===== src/rtl/approx_comparator_pipe_if.sv =====
// approx_comparator_pipe_if
// Operand/result bundle for approx_comparator_pipe.
//   in_valid/in_ready      : operand beat handshake
//   A, B                   : operands (WIDTH bits)
//   signed_mode            : 1 = two's-complement compare, travels with the beat
//   approx_mode            : 1 = ignore the low APPROX_BITS, travels with the beat
//   out_valid/out_ready    : result handshake
//   EQ, GT, LT             : one-hot result flags while out_valid=1
//   ERR, err_count         : approx-vs-exact monitor (CMP_ERR_MON_EN builds only)
// Modports: slave = comparator side, master = producer/consumer side.
interface approx_comparator_pipe_if #(
    parameter int WIDTH = 32
);
    logic             in_valid;
    logic             in_ready;
    logic [WIDTH-1:0] A;
    logic [WIDTH-1:0] B;
    logic             signed_mode;
    logic             approx_mode;
    logic             out_valid;
    logic             out_ready;
    logic             EQ;
    logic             GT;
    logic             LT;
`ifdef CMP_ERR_MON_EN
    logic             ERR;
    logic [15:0]      err_count;
`endif

    modport slave (
        input  in_valid, A, B, signed_mode, approx_mode, out_ready,
        output in_ready, out_valid, EQ, GT, LT
`ifdef CMP_ERR_MON_EN
        , output ERR, err_count
`endif
    );

    modport master (
        output in_valid, A, B, signed_mode, approx_mode, out_ready,
        input  in_ready, out_valid, EQ, GT, LT
`ifdef CMP_ERR_MON_EN
        , input ERR, err_count
`endif
    );
endinterface


===== src/rtl/approx_comparator_pipe.sv =====
// approx_comparator_pipe
// Two-stage pipelined magnitude comparator with optional LSB masking.
// Stage 1 registers per-chunk eq/gt vectors; stage 2 resolves them MSB-first
// into registered EQ/GT/LT flags. One beat per cycle, full backpressure.
// Ports:
//   clk  : clock, rising edge
//   rst  : synchronous active-high reset
//   bus  : approx_comparator_pipe_if.slave (operands, modes, handshakes, flags)
// Optional feature macro: CMP_ERR_MON_EN -- adds a parallel exact compare and
// drives bus.ERR / bus.err_count (saturating mismatch counter).
module approx_comparator_pipe #(
    parameter int WIDTH       = 32,
    parameter int CHUNK       = 8,
    parameter int APPROX_BITS = 8
) (
    input  logic                     clk,
    input  logic                     rst,
    approx_comparator_pipe_if.slave  bus
);
    localparam int N = WIDTH / CHUNK;
    localparam logic [WIDTH-1:0] MASK = {WIDTH{1'b1}} << APPROX_BITS;

    function automatic logic [N-1:0] f_chunk_eq(input logic [WIDTH-1:0] a, input logic [WIDTH-1:0] b);
        logic [N-1:0] v;
        v = '0;
        for (int i = 0; i < N; i++) v[i] = (a[i*CHUNK +: CHUNK] == b[i*CHUNK +: CHUNK]);
        return v;
    endfunction

    // Unsigned per chunk; the signed correction is applied in stage 2.
    function automatic logic [N-1:0] f_chunk_gt(input logic [WIDTH-1:0] a, input logic [WIDTH-1:0] b);
        logic [N-1:0] v;
        v = '0;
        for (int i = 0; i < N; i++) v[i] = (a[i*CHUNK +: CHUNK] > b[i*CHUNK +: CHUNK]);
        return v;
    endfunction

    // Returns {eq, gt}. When the sign bits differ in signed mode, the top
    // chunk's unsigned verdict is exactly inverted (the MSB=1 operand is the
    // negative one), and the top chunk necessarily decides.
    function automatic logic [1:0] f_resolve(input logic [N-1:0] eqv, input logic [N-1:0] gtv,
                                             input logic flip);
        logic found;
        logic gt;
        found = 1'b0;
        gt    = 1'b0;
        for (int i = N - 1; i >= 0; i--) begin
            if (!found && !eqv[i]) begin
                found = 1'b1;
                gt    = gtv[i] ^ ((i == N - 1) && flip);
            end
        end
        return {~found, gt};
    endfunction

    logic [WIDTH-1:0] w_a_m, w_b_m;
    logic             w_s1_load, w_s2_load;
    logic             w_flip;
    logic [1:0]       w_res;

    logic             r_s1_valid;
    logic [N-1:0]     r_s1_eq, r_s1_gt;
    logic             r_s1_signed;
    logic             r_s1_sdiff;
    logic             r_s2_valid;
    logic             r_eq, r_gt, r_lt;

    assign w_a_m     = bus.approx_mode ? (bus.A & MASK) : bus.A;
    assign w_b_m     = bus.approx_mode ? (bus.B & MASK) : bus.B;
    assign w_s2_load = !r_s2_valid || bus.out_ready;
    assign w_s1_load = !r_s1_valid || w_s2_load;
    assign w_flip    = r_s1_signed && r_s1_sdiff;
    assign w_res     = f_resolve(r_s1_eq, r_s1_gt, w_flip);

    assign bus.in_ready  = w_s1_load && !rst;
    assign bus.out_valid = r_s2_valid;
    assign bus.EQ        = r_eq;
    assign bus.GT        = r_gt;
    assign bus.LT        = r_lt;

    // Masking never reaches the MSB, so the sign-difference bit is shared
    // between the approximate and exact paths.
    always_ff @(posedge clk) begin
        if (rst) begin
            r_s1_valid <= 1'b0;
        end else if (w_s1_load) begin
            r_s1_valid  <= bus.in_valid;
            r_s1_eq     <= f_chunk_eq(w_a_m, w_b_m);
            r_s1_gt     <= f_chunk_gt(w_a_m, w_b_m);
            r_s1_signed <= bus.signed_mode;
            r_s1_sdiff  <= bus.A[WIDTH-1] ^ bus.B[WIDTH-1];
        end
    end

    // Flags are qualified by the valid bit so a bubble clears them.
    always_ff @(posedge clk) begin
        if (rst) begin
            r_s2_valid <= 1'b0;
            r_eq       <= 1'b0;
            r_gt       <= 1'b0;
            r_lt       <= 1'b0;
        end else if (w_s2_load) begin
            r_s2_valid <= r_s1_valid;
            r_eq       <= r_s1_valid &  w_res[1];
            r_gt       <= r_s1_valid & ~w_res[1] &  w_res[0];
            r_lt       <= r_s1_valid & ~w_res[1] & ~w_res[0];
        end
    end

`ifdef CMP_ERR_MON_EN
    logic [N-1:0] r_s1x_eq, r_s1x_gt;
    logic         r_s1_approx;
    logic [1:0]   w_res_x;
    logic         r_err;
    logic [15:0]  r_err_cnt;

    assign w_res_x       = f_resolve(r_s1x_eq, r_s1x_gt, w_flip);
    assign bus.ERR       = r_err;
    assign bus.err_count = r_err_cnt;

    always_ff @(posedge clk) begin
        if (rst) begin
            r_s1_approx <= 1'b0;
        end else if (w_s1_load) begin
            r_s1x_eq    <= f_chunk_eq(bus.A, bus.B);
            r_s1x_gt    <= f_chunk_gt(bus.A, bus.B);
            r_s1_approx <= bus.approx_mode;
        end
    end

    always_ff @(posedge clk) begin
        if (rst) begin
            r_err     <= 1'b0;
            r_err_cnt <= 16'h0000;
        end else begin
            if (w_s2_load)
                r_err <= r_s1_valid && r_s1_approx && (w_res != w_res_x);
            if (r_s2_valid && bus.out_ready && r_err && (r_err_cnt != 16'hFFFF))
                r_err_cnt <= r_err_cnt + 16'h0001;
        end
    end
`endif
endmodule


===== src/flat_wrapper.sv =====
// flat-port wrapper written by rule: the top's interface ports become plain ports
module approx_comparator_pipe_flat 
#(
    parameter int WIDTH       = 32,
    parameter int CHUNK       = 8,
    parameter int APPROX_BITS = 8
)
  (clk, rst, bus_in_valid, bus_A, bus_B, bus_signed_mode, bus_approx_mode, bus_out_ready, bus_in_ready, bus_out_valid, bus_EQ, bus_GT, bus_LT);
  approx_comparator_pipe_if #(.WIDTH(WIDTH)) bus_i ();
  input  logic clk;
  input  logic rst;
  input wire logic [$bits(bus_i.in_valid)-1:0] bus_in_valid;
  input wire logic [$bits(bus_i.A)-1:0] bus_A;
  input wire logic [$bits(bus_i.B)-1:0] bus_B;
  input wire logic [$bits(bus_i.signed_mode)-1:0] bus_signed_mode;
  input wire logic [$bits(bus_i.approx_mode)-1:0] bus_approx_mode;
  input wire logic [$bits(bus_i.out_ready)-1:0] bus_out_ready;
  output wire logic [$bits(bus_i.in_ready)-1:0] bus_in_ready;
  output wire logic [$bits(bus_i.out_valid)-1:0] bus_out_valid;
  output wire logic [$bits(bus_i.EQ)-1:0] bus_EQ;
  output wire logic [$bits(bus_i.GT)-1:0] bus_GT;
  output wire logic [$bits(bus_i.LT)-1:0] bus_LT;
  assign bus_i.in_valid = bus_in_valid;
  assign bus_i.A = bus_A;
  assign bus_i.B = bus_B;
  assign bus_i.signed_mode = bus_signed_mode;
  assign bus_i.approx_mode = bus_approx_mode;
  assign bus_i.out_ready = bus_out_ready;
  assign bus_in_ready = bus_i.in_ready;
  assign bus_out_valid = bus_i.out_valid;
  assign bus_EQ = bus_i.EQ;
  assign bus_GT = bus_i.GT;
  assign bus_LT = bus_i.LT;
  approx_comparator_pipe #(.WIDTH(WIDTH), .CHUNK(CHUNK), .APPROX_BITS(APPROX_BITS)) u_core (.clk(clk), .rst(rst), .bus(bus_i));
endmodule

===== config.mk =====
export PLATFORM = sky130hd
export DESIGN_NAME = approx_comparator_pipe_flat
export DESIGN_NICKNAME = d
export VERILOG_FILES = /design/src/rtl/approx_comparator_pipe_if.sv /design/src/rtl/approx_comparator_pipe.sv /design/src/flat_wrapper.sv
export SDC_FILE = /design/constraint.sdc
export NUM_CORES = 1
export LEC_CHECK = 0
export ABC_CLOCK_PERIOD_IN_PS = 2070
export BUFFER_PORTS_ARGS = -buffer_cell sky130_fd_sc_hd__buf_2
export CORE_ASPECT_RATIO = 1.75
export CORE_MARGIN = 1
export CORE_UTILIZATION = 45
export DETAILED_ROUTE_END_ITERATION = 10
export GPL_TIMING_DRIVEN = 0
export PLACE_DENSITY = 0.8
export SLEW_MARGIN = 10
export SYNTH_ARGS = -nofsm -noshare
export SYNTH_HDL_FRONTEND = slang
export SYNTH_SLANG_ARGS = --single-unit

===== constraint.sdc =====
create_clock -name clk -period 2.07 [get_ports clk]
set_input_delay 0.207 -clock clk [delete_from_list [all_inputs] [get_ports clk]]
set_output_delay 0.207 -clock clk [all_outputs]
set_load 0.01 [all_outputs]

; ---- Word-level counts from Yosys, hierarchy flattened
; Cells that the tools add are included.
[word_totals]
reg_bits = 15
inputBits = 70
output_inout_bits = 5
elab_cells = 52
[classes]
n_lt_le_gt_ge = 4
eq_ne = 4
n_mux = 10
bitwise_logic = 9
n_reduce_logical = 16
[ops]
columns = cell, n
row1 = $eq A8 B8 Y1, 4
row2 = $gt A8 B8 Y1, 4
row3 = $mux W8, 2
row4 = $logic_not A1 Y1, 8
row5 = $mux W1, 8
row6 = $logic_and A1 B1 Y1, 5
row7 = $and A1 B1 Y1, 4
row8 = $not A1 Y1, 3
row9 = $logic_or A1 B1 Y1, 2
row10 = $reduce_and A2 Y1, 1
row11 = $xor A1 B1 Y1, 2

; ---- Longest topological paths before layout
; Gate-level depths: netlist of run 1.
[depth]
ltp_word = 11
mapped_depth = 7
depth_no_buf = 6

; ---- Worst setup path before layout of run 1
; Ideal clock, no wire load.
[synth_timing]
path_type = register to register
from = reg u_core.r_s2_valid (netlist: u_core.bus.out_valid)
to = reg u_core.r_s1_eq[0], enable pin
setup_time_ns = 0.387
arrival_ns = 1.307
slack_ns = 0.375
path_stages_with_launch = 4
n_path_buf = 1
period_less_slack_ns = 1.695
cell_sequence = dfxtp_1 -> nor2b_1 -> clkbuf_2 -> a21oi_1
[synth_via]
elab_chain_cells = 4
[synth_rtl]
columns = element, line_no
row1 = from (decl), approx_comparator_pipe.sv:65  ; logic r_s2_valid;
row2 = from (signal assigned), approx_comparator_pipe.sv:103  ; r_s2_valid <= r_s1_valid;
row3 = $logic_not A1 Y1, approx_comparator_pipe.sv:70  ; assign w_s2_load = !r_s2_valid || bus.out_ready;
row4 = $logic_or A1 B1 Y1, approx_comparator_pipe.sv:70
row5 = $logic_or A1 B1 Y1, approx_comparator_pipe.sv:71  ; assign w_s1_load = !r_s1_valid || w_s2_load;
row6 = $reduce_and A2 Y1 (no source line), -
row7 = to (signal assigned), approx_comparator_pipe.sv:88  ; r_s1_eq <= f_chunk_eq(w_a_m, w_b_m);
row8 = to (decl), approx_comparator_pipe.sv:62  ; logic [N-1:0] r_s1_eq, r_s1_gt;
; No other way between the ends.
; A chain may end at the register's enable or synchronous reset.

; ---- Worst setup path in the final report of run 1
[layout_timing]
from = reg u_core.r_s2_valid (netlist: u_core.bus.out_valid)
to = out bus_in_ready
[layout_via]
elab_chain_cells = 4
[layout_rtl]
columns = element, line_no
row1 = $logic_not A1 Y1, approx_comparator_pipe.sv:70
row2 = $logic_or A1 B1 Y1, approx_comparator_pipe.sv:70
row3 = $logic_or A1 B1 Y1, approx_comparator_pipe.sv:71
row4 = $logic_and A1 B1 Y1, approx_comparator_pipe.sv:75  ; assign bus.in_ready = w_s1_load && !rst;
row5 = to (decl), flat_wrapper.sv:18  ; output wire logic [$bits(bus_i.in_ready)-1:0] bus_in_ready;
; No other way between the ends.

==> flow_summary.json, run 1 <==
{
  "maxCapViolCount": 0,
  "wire_per_inst_um": 9.25,
  "initial_utilization_pct": 48.2,
  "slew_headroom_pct": 61.7,
  "drc": 0,
  "p_clk_share_pct": 27.2,
  "grt_pass1_vias": 1297,
  "wl_met3_um": 127,
  "postRouteAntennaNets": 0,
  "pwr-share-comb_pct": 30.7,
  "met1_length_um": 939,
  "syn_area_per_cell_um2": 8.69,
  "irDropWorstVdd_mv": 0.268,
  "grt_max_degree": 12,
  "antenna_found_initial": 0,
  "ys_top_cells_by_area": "ha_1 (28%), edfxtp_1 (21%), dfxtp_1 (6.9%)",
  "tightest_slew_ps": 574,
  "port_buffers": 74,
  "diodes": 0,
  "clock_skew_ps": 5.62,
  "crit_fanout": 11,
  "cts_made_buffers": 3,
  "die_height_um": 76.9,
  "fin_crit_ps": 1750,
  "grt.overflow.total": 0,
  "h-tree-depth": 1,
  "p_int_uw": 617,
  "wl_met2_um": 1550,
  "routabilityCongestion": 0.766,
  "rsz0062_at_grt": "no",
  "netSwitchingFraction_pct": 26.2,
  "final.fill_count": 300,
  "die_width_um": 44.8,
  "layout.nets": 347,
  "grt.total_usage_pct": 16.5,
  "ctsRootBufferMaster": "clkbuf_8",
  "p_sw_uw": 220,
  "synth-seq-area-share_pct": 27.8,
  "via_per_inst": 4.83,
  "cts_tree": "built",
  "period_share_pct": 84.6,
  "start_kind": "flop",
  "path_clk_slew_ps": 60,
  "power_uw": 836,
  "setup_tns_ps": 0,
  "io_pins": 75,
  "area_delta_synth_final_pct": 32.7,
  "end_kind": "output port",
  "die_area_um2": 3450,
  "clockBufferDepth": 2,
  "grt_pass1_wl_um": 4470,
  "highest_layer": "met4",
  "clock_sinks": 15,
  "synth_top_cell_area_share_pct": 27.8,
  "ys_warn_count": 0,
  "status": "complete, no violations",
  "arrival_ps": 1540,
  "postLayoutCellArea_um2": 1910,
  "max_freq_ghz": 0.571,
  "final_core_utilization_pct": 64.0,
  "synth_nets": 268,
  "dpl_cell_area_um2": 1870,
  "rows": 26,
  "power_leakage_uw": 0.00105,
  "crit_type": "flop to output port",
  "hold-worst-slack_ps": 142,
  "synth_cell_types": 23,
  "synth_top_area_cell": "ha_1",
  "hold_path_class": "input port to flop",
  "p_seq_share_pct": 42.1,
  "vias": 1380,
  "final_layout_size_suffix_gt1_share_pct": 32.8,
  "timing_hold_violations_final": 0,
  "setup_violations": 0,
  "drt-initial-drc-count": 17,
  "netlist_instances": 166,
  "cellPowerDensity_nw_per_um2": 437,
  "maxSlewViolCount": 0,
  "ys_ff_latch": 15,
  "fp.coreArea_um2": 2990,
  "netlist_area_um2": 1440,
  "worst_ep_required_time_ps": 1860,
  "wl_um": 2650,
  "dr.pass1.iters": 4,
  "clk-insertion-delay-late_ps": 240,
  "hpwl_um": 2440
}
[final timing paths]
path / depth (start not counted) / slack [ps] / endpoint / from
setup / recovery: 4 / 320 / bus_in_ready / u_core.bus.out_valid$_SDFFE_PP0P_
hold / removal: 1 / 140 / u_core.r_s1_signed$_DFFE_PP_ / bus_signed_mode
setup reg to reg: 3 / 640 / u_core.r_s1_sdiff$_DFFE_PP_ / u_core.bus.out_valid$_SDFFE_PP0P_
hold reg to reg: 2 / 460 / u_core.bus.GT$_SDFFE_PP0P_ / u_core.bus.GT$_SDFFE_PP0P_
[logic make-up (layout without fill, tap and decap cells)]
family                   after synthesis  after routing  synth area share (%)
buffers and inverters                 27            105                  7.11
adder cells (fa/ha/maj)               32             32                  27.8
flip-flops                            15             15                  27.8
AO/OA/AOI/OAI                         31             31                  12.8
XOR/XNOR                               1              1                 0.607
AND/OR/NAND/NOR                       56             56                  21.2
multiplexers                           4              4                  2.78
[what timing repair did]
item | CTS | global route
gates resized for setup | 1 | 0
endpoints found under the setup margin | 1 | 0
hold buffers | 0 | 0
hold endpoints to repair | 0 | 0
buffers inserted | 0 | 0
[cells in the final DEF (no fill, tap or decap)]
| cell type | n |
|---|---|
| o211a_1 | 1 |
| a21oi_1 | 14 |
| nand2b_1 | 8 |
| inv_1 | 25 |
| dfxtp_1 | 5 |
| ha_1 | 32 |
| o21ai_0 | 8 |
| xor2_1 | 1 |
| clkbuf_8 | 3 |
| nor2_1 | 12 |
| a22o_1 | 1 |
| o21a_1 | 4 |
| and3b_1 | 1 |
| nand4_1 | 10 |
| o21ai_1 | 1 |
| nor2b_1 | 16 |
| mux2i_1 | 4 |
| nor3b_1 | 1 |
| o41ai_2 | 1 |
| nand2_1 | 7 |
| nor3_1 | 1 |
| clkbuf_1 | 2 |
| clkbuf_2 | 1 |
| edfxtp_1 | 10 |
| a21oi_2 | 1 |
| buf_2 | 74 |
[sequential cells by signal, summed over array words and instances, names as in the netlist]
register / cells
u_core.bus.out_valid: 1
u_core.r_s1_eq: 4
u_core.r_s1_gt: 4
u_core.bus.LT: 1
u_core.r_s1_signed: 1
u_core.r_s1_valid: 1
u_core.r_s1_sdiff: 1
u_core.bus.GT: 1
u_core.bus.EQ: 1
[metal layers]
layer / up-vias / track usage, %
li1: 736 / -
met1: 598 / 14.9
met2: 42 / 33.5
met3: 4 / 2.59
met4: 0 / 5.15
met5: - / 0
[critical path, cell delays in order, from the launching register on]
cell	delay [ps]
dfxtp_1	300
nor2b_1	120
clkbuf_2	160
a21oi_2	490
buf_2	240
[cell type report]
cell class	instances	area (µm²)	area share, %
buffer	2	8.76	0.458
clock buffer	4	45.0	2.35
sequential	15	400	20.9
inverter	25	93.8	4.90
tap	42	52.6	2.75
timing repair buffer	74	370	19.3
multi-input combinational	124	943	49.3
[power by group through the flow]
stage | registers, µW | logic, µW | clock network [µW]
floorplan | 358 | 156 | 0
global placement | 358 | 252 | 0
detailed placement | 359 | 261 | 0
CTS | 353 | 262 | 231
global route | 354 | 300 | 247
finish | 353 | 257 | 227
[synthesized netlist by cell type]
library cell,number
clkbuf_2,1
nor2_1,12
a22o_1,1
o21ai_1,1
nand4_1,10
nor3b_1,1
o211a_1,1
o21ai_0,8
dfxtp_1,5
clkbuf_1,1
nand2_1,7
and3b_1,1
a21oi_1,15
o21a_1,4
nand2b_1,8
nor3_1,1
o41ai_2,1
edfxtp_1,10
inv_1,25
mux2i_1,4
xor2_1,1
nor2b_1,16
ha_1,32
[metrics by stage]
step	setup WS (ps)	cells
final	318	286
after floorplan	375	166
after global placement	244	282
after global routing	193	286
after detailed placement	236	282
after CTS	300	286
(Power assumes the default switching activity.)
==> run 2, diff against run 1 <==
--- a/config.mk
+++ b/config.mk
@@ -5,14 +5,15 @@
 export SDC_FILE = /design/constraint.sdc
 export NUM_CORES = 1
 export LEC_CHECK = 0
-export ABC_CLOCK_PERIOD_IN_PS = 2070
+export ABC_AREA = 1
+export ABC_CLOCK_PERIOD_IN_PS = 1850
 export BUFFER_PORTS_ARGS = -buffer_cell sky130_fd_sc_hd__buf_2
 export CORE_ASPECT_RATIO = 1.75
 export CORE_MARGIN = 1
-export CORE_UTILIZATION = 45
+export CORE_UTILIZATION = 46
 export DETAILED_ROUTE_END_ITERATION = 10
 export GPL_TIMING_DRIVEN = 0
-export PLACE_DENSITY = 0.8
+export PLACE_DENSITY = 0.81
 export SLEW_MARGIN = 10
 export SYNTH_ARGS = -nofsm -noshare
 export SYNTH_HDL_FRONTEND = slang
==> constraint.sdc (replaced) <==
create_clock -name clk -period 1.85 [get_ports clk]
set_input_delay 0.185 -clock clk [delete_from_list [all_inputs] [get_ports clk]]
set_output_delay 0.185 -clock clk [all_outputs]
set_load 0.01 [all_outputs]
==> run 2 against run 1 <==
Register-to-register slack worse by 280 ps. Clock skew decreased by 2.4 ps. Power grew 11%. Critical endpoint unchanged. Worst hold slack worse by 22 ps. Cell area up 2.5%. Area after synthesis up 2.1%. Synthesized cell count grew 23%. Non-clock buffer count up 1.
==> flow_summary.json, run 2 <==
{
  "status": "complete, no violations",
  "netlist_instances": 204,
  "postRouteAntennaNets": 0,
  "drt-initial-drc-count": 25,
  "synth_nets": 306,
  "irDropWorstVdd_mv": 0.290,
  "clock_skew_ps": 3.17,
  "area_delta_synth_final_pct": 33.2,
  "final.fill_count": 284,
  "io_pins": 75,
  "grt_pass1_vias": 1416,
  "crit_type": "flop to output port",
  "reg2reg_from": "u_core.bus.out_valid$_SDFFE_PP0P_",
  "reg2reg_depth": 7,
  "wl_um": 2700,
  "cts_tree": "built",
  "pwr-share-comb_pct": 30.2,
  "final_layout_size_suffix_gt1_share_pct": 29.6,
  "grt.overflow.total": 0,
  "max_freq_ghz": 0.605,
  "async_flop_share_pct": 0,
  "reg.largest.list": "u_core.r_s1_eq: 4 flops, u_core.r_s1_gt: 4 flops",
  "power_uw": 928,
  "die_area_um2": 3440,
  "rsz0062_at_grt": "no",
  "seqCellArea_um2": 400,
  "crit_chain": "inv_1 > or2_2 > inv_1 > nand2_1 > nand2_1 > clkinvlp_4 > buf_2",
  "power_leakage_uw": 0.00117,
  "layout_common_cells": "buf_2 (74), inv_1 (52), nand2_1 (40)",
  "vias": 1504,
  "dr.pass1.iters": 4,
  "ys_ff_latch": 15,
  "drc": 0,
  "crit_path_start": "u_core.bus.out_valid$_SDFFE_PP0P_",
  "clockBufferDepth": 2,
  "diodes": 0,
  "maxSlewViolCount": 0,
  "arrival_ps": 1470,
  "die_height_um": 76.9,
  "netSwitchingFraction_pct": 26.9,
  "timing_hold_violations_final": 0,
  "die_width_um": 44.8,
  "p_clk_share_pct": 27.4,
  "layout.nets": 387,
  "synth_top_area_cell": "ha_1",
  "hold_path_class": "input port to flop",
  "multi_input_area_um2": 868,
  "fin_crit_ps": 1650,
  "syn_area_per_cell_um2": 7.22,
  "routabilityCongestion": 0.793,
  "synth_top_cell_area_share_pct": 27.2,
  "tightest_slew_ps": 262,
  "r2r_setup_slack_ps": 360,
  "setup_violations": 0,
  "worst_ep_required_time_ps": 1660,
  "rows": 26,
  "end_kind": "output port",
  "ys_warn_count": 0,
  "grt.total_usage_pct": 17.7,
  "clk-insertion-delay-late_ps": 240,
  "cts-hold-fix-buffers": 0,
  "synth_cell_types": 18,
  "initial_utilization_pct": 49.2,
  "place_ws_ps": 237,
  "p_seq_share_pct": 42.4,
  "netlist_area_um2": 1470,
  "fp.coreArea_um2": 2990,
  "start_kind": "flop",
  "period_share_pct": 89.3,
  "ys_top_cells_by_area": "ha_1 (27%), edfxtp_1 (20%), inv_1 (14%)",
  "critical-path-slowest-cell": "dfxtp_1",
  "hpwl_um": 2460,
  "final_common_cell": "buf_2",
  "clock_sinks": 15,
  "p_int_uw": 678,
  "path_clk_slew_ps": 60,
  "yosysMostFrequentCell": "inv_1",
  "setup_ws_ps": 197,
  "cellPowerDensity_nw_per_um2": 473,
  "synth_common_cells": "inv_1 (53), nand2_1 (40), ha_1 (32)",
  "p_sw_uw": 249,
  "antenna_found_initial": 0,
  "cts_made_buffers": 3,
  "grt_pass1_wl_um": 4860,
  "crit_fanout": 4,
  "crit_path_end": "bus_in_ready",
  "synth_edf_count": 10,
  "port_buffers": 73,
  "wire_per_inst_um": 8.29,
  "grt_max_degree": 12,
  "synth-seq-area-share_pct": 27.2,
  "ctsRootBufferMaster": "clkbuf_8",
  "max_stage_delay_ps": 320,
  "h-tree-depth": 1,
  "slew_headroom_pct": 82.4,
  "r2r-end": "u_core.r_s1_gt[1]$_DFFE_PP_",
  "synth_ff_type": "edfxtp_1",
  "via_per_inst": 4.61,
  "setup_tns_ps": 0,
  "maxCapViolCount": 0
}
[run 2: cell type report]
cell class / instances / share of cell area (%)
repair buffers: 76 / 19.8
multi-input cells: 135 / 44.3
plain buffers: 1 / 0.255
well taps: 42 / 2.68
inverters: 53 / 10.3
clock buffers: 4 / 2.30
flip-flops and latches: 15 / 20.4
[run 2: worst min path at each step]
stage	start	end	cells after the start
final	bus_signed_mode	u_core.r_s1_signed$_DFFE_PP_	1
after global routing	bus_signed_mode	u_core.r_s1_signed$_DFFE_PP_	1
after CTS	bus_signed_mode	u_core.r_s1_signed$_DFFE_PP_	1
after detailed placement	bus_signed_mode	u_core.r_s1_signed$_DFFE_PP_	1
after global placement	bus_signed_mode	u_core.r_s1_signed$_DFFE_PP_	1
after floorplan	rst	u_core.bus.LT$_SDFFE_PP0P_	1
[run 2: critical path, delay by kind of cell (launching register included)]
kind	cells	cell delay (ps)
buf+inv	4	410
simple gates	3	490
flops	1	320
[run 2: logic make-up after synthesis]
logic type,Yosys count,share of synthesized area [%]
buffers and inverters,54,13.8
flip-flops,15,27.2
adder cells (fa/ha/maj),32,27.2
AO/OA/AOI/OAI,26,9.52
AND/OR/NAND/NOR,77,22.3
[run 2: power groups by stage]
stage / Clock, µW / Combinational (µW) / Sequential (µW)
after floorplan: 0 / 167 / 400
after global placement: 0 / 270 / 399
after detailed placement: 0 / 278 / 400
after CTS: 263 / 280 / 393
after global routing: 277 / 331 / 396
final: 254 / 280 / 393
[run 2: metrics by stage]
step	hold WS (ps)	util (%)	std cells	instance area, µm²
2_1_floorplan	247	-	204	1470
3_3_place_gp	369	63.2	319	1890
3_5_place_dp	369	63.2	319	1890
4_1_cts	116	64.7	323	1940
5_1_grt	115	65.6	326	1960
6_report	120	65.6	326	1960
[run 2: timing repair]
action / in CTS / in global routing
gates resized for setup: 0 / 1
setup endpoints to repair: 0 / 1
setup buffers: 0 / 3
[run 2: metal layers]
metal	vias to the layer above	part of all wire, %	wire (µm)	global-route usage, %
li1	816	-	-	-
met1	641	35	957	16.6
met3	5	4.0	109	1.65
met5	-	0	0	0
met4	0	1.5	40	6.97
met2	42	59	1590	35.6
==> run 3, diff against run 2 <==
--- a/config.mk
+++ b/config.mk
@@ -13,7 +13,9 @@
 export CORE_UTILIZATION = 46
 export DETAILED_ROUTE_END_ITERATION = 10
 export GPL_TIMING_DRIVEN = 0
+export MAX_ROUTING_LAYER = met4
 export PLACE_DENSITY = 0.81
+export SETUP_SLACK_MARGIN = 0.5
 export SLEW_MARGIN = 10
 export SYNTH_ARGS = -nofsm -noshare
 export SYNTH_HDL_FRONTEND = slang
==> run 3 against run 2 <==
Worst hold slack better by 5.1 ps. Wire length increased by 6.2%. Sequential cell count stayed put. Highest routed layer unchanged.
==> flow_summary.json, run 3 (synthesis gave the netlist of run 2 again) <==
{
  "setup_tns_ps": 0,
  "max_stage_delay_ps": 330,
  "fp.coreArea_um2": 2990,
  "diodes": 0,
  "layout.nets": 389,
  "hold_start": "bus_signed_mode",
  "die_width_um": 44.8,
  "slew_headroom_pct": 81.6,
  "final_common_cell": "buf_2",
  "die_height_um": 76.9,
  "reg.largest.list": "u_core.r_s1_eq: 4 flops, u_core.r_s1_gt: 4 flops",
  "cellPowerDensity_nw_per_um2": 466,
  "final_layout_size_suffix_gt1_share_pct": 32.5,
  "dpl_cell_area_um2": 1900,
  "arrival_ps": 1160,
  "critical-path-slowest-cell": "dfxtp_2",
  "grt.overflow.total": 0,
  "cts-hold-fix-buffers": 0,
  "multi_input_area_um2": 891,
  "final.fill_count": 295,
  "io_pins": 75,
  "status": "complete, no violations",
  "antenna_found_initial": 0,
  "end_kind": "output port",
  "reg2reg_from": "u_core.bus.out_valid$_SDFFE_PP0P_",
  "wire_per_inst_um": 8.75,
  "port_buffers": 73,
  "ctsRootBufferMaster": "clkbuf_8",
  "drc": 0,
  "r2r_setup_slack_ps": 630,
  "max_freq_ghz": 0.744,
  "wl_um": 2870,
  "via_per_inst": 4.70,
  "setup_violations": 0,
  "rsz0062_at_grt": "yes",
  "clock_skew_ps": 1.82,
  "r2r-end": "u_core.r_s1_gt[0]$_DFFE_PP_",
  "drt-initial-drc-count": 19,
  "postLayoutCellArea_um2": 2010,
  "cts_made_buffers": 3,
  "area_delta_synth_final_pct": 36.5,
  "seqCellArea_um2": 402,
  "cts_tree": "built",
  "irDropWorstVdd_mv": 0.293,
  "crit_path_end": "bus_in_ready",
  "hpwl_um": 2530,
  "grt_max_degree": 11,
  "grt_pass1_wl_um": 4860,
  "start_kind": "flop",
  "power_leakage_uw": 0.00119,
  "fin_crit_ps": 1340,
  "crit_fanout": 2,
  "crit_path_start": "u_core.bus.out_valid$_SDFFE_PP0P_",
  "maxCapViolCount": 0,
  "routabilityCongestion": 0.829,
  "clock_sinks": 15,
  "maxSlewViolCount": 0,
  "crit_chain": "inv_2 > or2_4 > inv_4 > nand2_4 > nand2_4 > inv_6 > buf_6",
  "layout_common_cells": "buf_2 (73), inv_1 (49), nand2_1 (38)",
  "reg2reg_depth": 7,
  "dr.pass1.iters": 3,
  "period_share_pct": 72.7,
  "die_area_um2": 3440,
  "grt_pass1_vias": 1363,
  "vias": 1540,
  "grt.total_usage_pct": 18.5,
  "timing_hold_violations_final": 0,
  "h-tree-depth": 1,
  "postRouteAntennaNets": 0,
  "path_common_cell": "nand2_4",
  "crit_type": "flop to output port",
  "hold_path_class": "input port to flop",
  "clk-insertion-delay-late_ps": 240,
  "worst_ep_required_time_ps": 1660,
  "path_clk_slew_ps": 60,
  "tightest_slew_ps": 274,
  "rows": 26,
  "initial_utilization_pct": 49.2,
  "clockBufferDepth": 2
}
## run 3: cell count changes in the layout (fill, tap and decap cells not counted), sizes merged
cell,before,now
buf,77,79
clkinvlp,1,0
inv,52,53
## run 3: power breakdown
group / total (µW) / internal (µW) / switching (µW)
clock network: 255 / 152 / 103
logic: 288 / 146 / 142
registers: 394 / 383 / 11.1
## run 3: worst min-delay path by stage
| stage | cells after the start | slack, ps | to |
|---|---|---|---|
| final | 1 | 120 | u_core.r_s1_signed$_DFFE_PP_ |
| after global routing | 1 | 120 | u_core.r_s1_signed$_DFFE_PP_ |
| after detailed placement | 1 | 370 | u_core.r_s1_signed$_DFFE_PP_ |
| after floorplan | 1 | 250 | u_core.bus.LT$_SDFFE_PP0P_ |
| after CTS | 1 | 120 | u_core.r_s1_signed$_DFFE_PP_ |
| after global placement | 1 | 370 | u_core.r_s1_signed$_DFFE_PP_ |
## run 3: final cells by class
cell class	count	area share, %
plain buffers	1	0.249
clock buffers	4	2.24
inverters	53	10.3
multi-input cells	135	44.3
flip-flops and latches	15	20.0
well taps	42	2.61
repair buffers	78	20.3
## run 3: metrics by stage
| stage | power, µW | hold WS (ps) | worst slack, ps | utilization (%) | cells |
|---|---|---|---|---|---|
| 2_1_floorplan | 568 | 247 | 502 | - | 204 |
| 3_3_place_gp | 671 | 370 | 377 | 63.3 | 319 |
| 3_5_place_dp | 680 | 374 | 364 | 63.3 | 319 |
| 4_1_cts | 946 | 124 | 461 | 66.6 | 327 |
| 5_1_grt | 1010 | 123 | 475 | 67.2 | 328 |
| 6_report | 937 | 125 | 506 | 67.2 | 328 |
## run 3: worst max-delay path, delay by kind of cell, from the launching register on
family        cells  cell delay [ps]
flops             1              330
simple gates      3              350
buf+inv           4              240
## run 3: metal layers
| metal | global-route usage [%] | vias to the layer above | share of wire (%) |
|---|---|---|---|
| li1 | - | 818 | - |
| met1 | 16.6 | 675 | 35 |
| met2 | 36.5 | 41 | 59 |
| met3 | 2.12 | 6 | 3.5 |
| met4 | 6.36 | 0 | 1.7 |
| met5 | - | - | 0 |
## run 3: timing repair
| item | 4_1_cts | 5_1_grt |
|---|---|---|
| resized for setup | 9 | 3 |
| pin swaps | 2 | 2 |
| endpoints found under the setup margin | 1 | 1 |
| setup buffers | 4 | 1 |
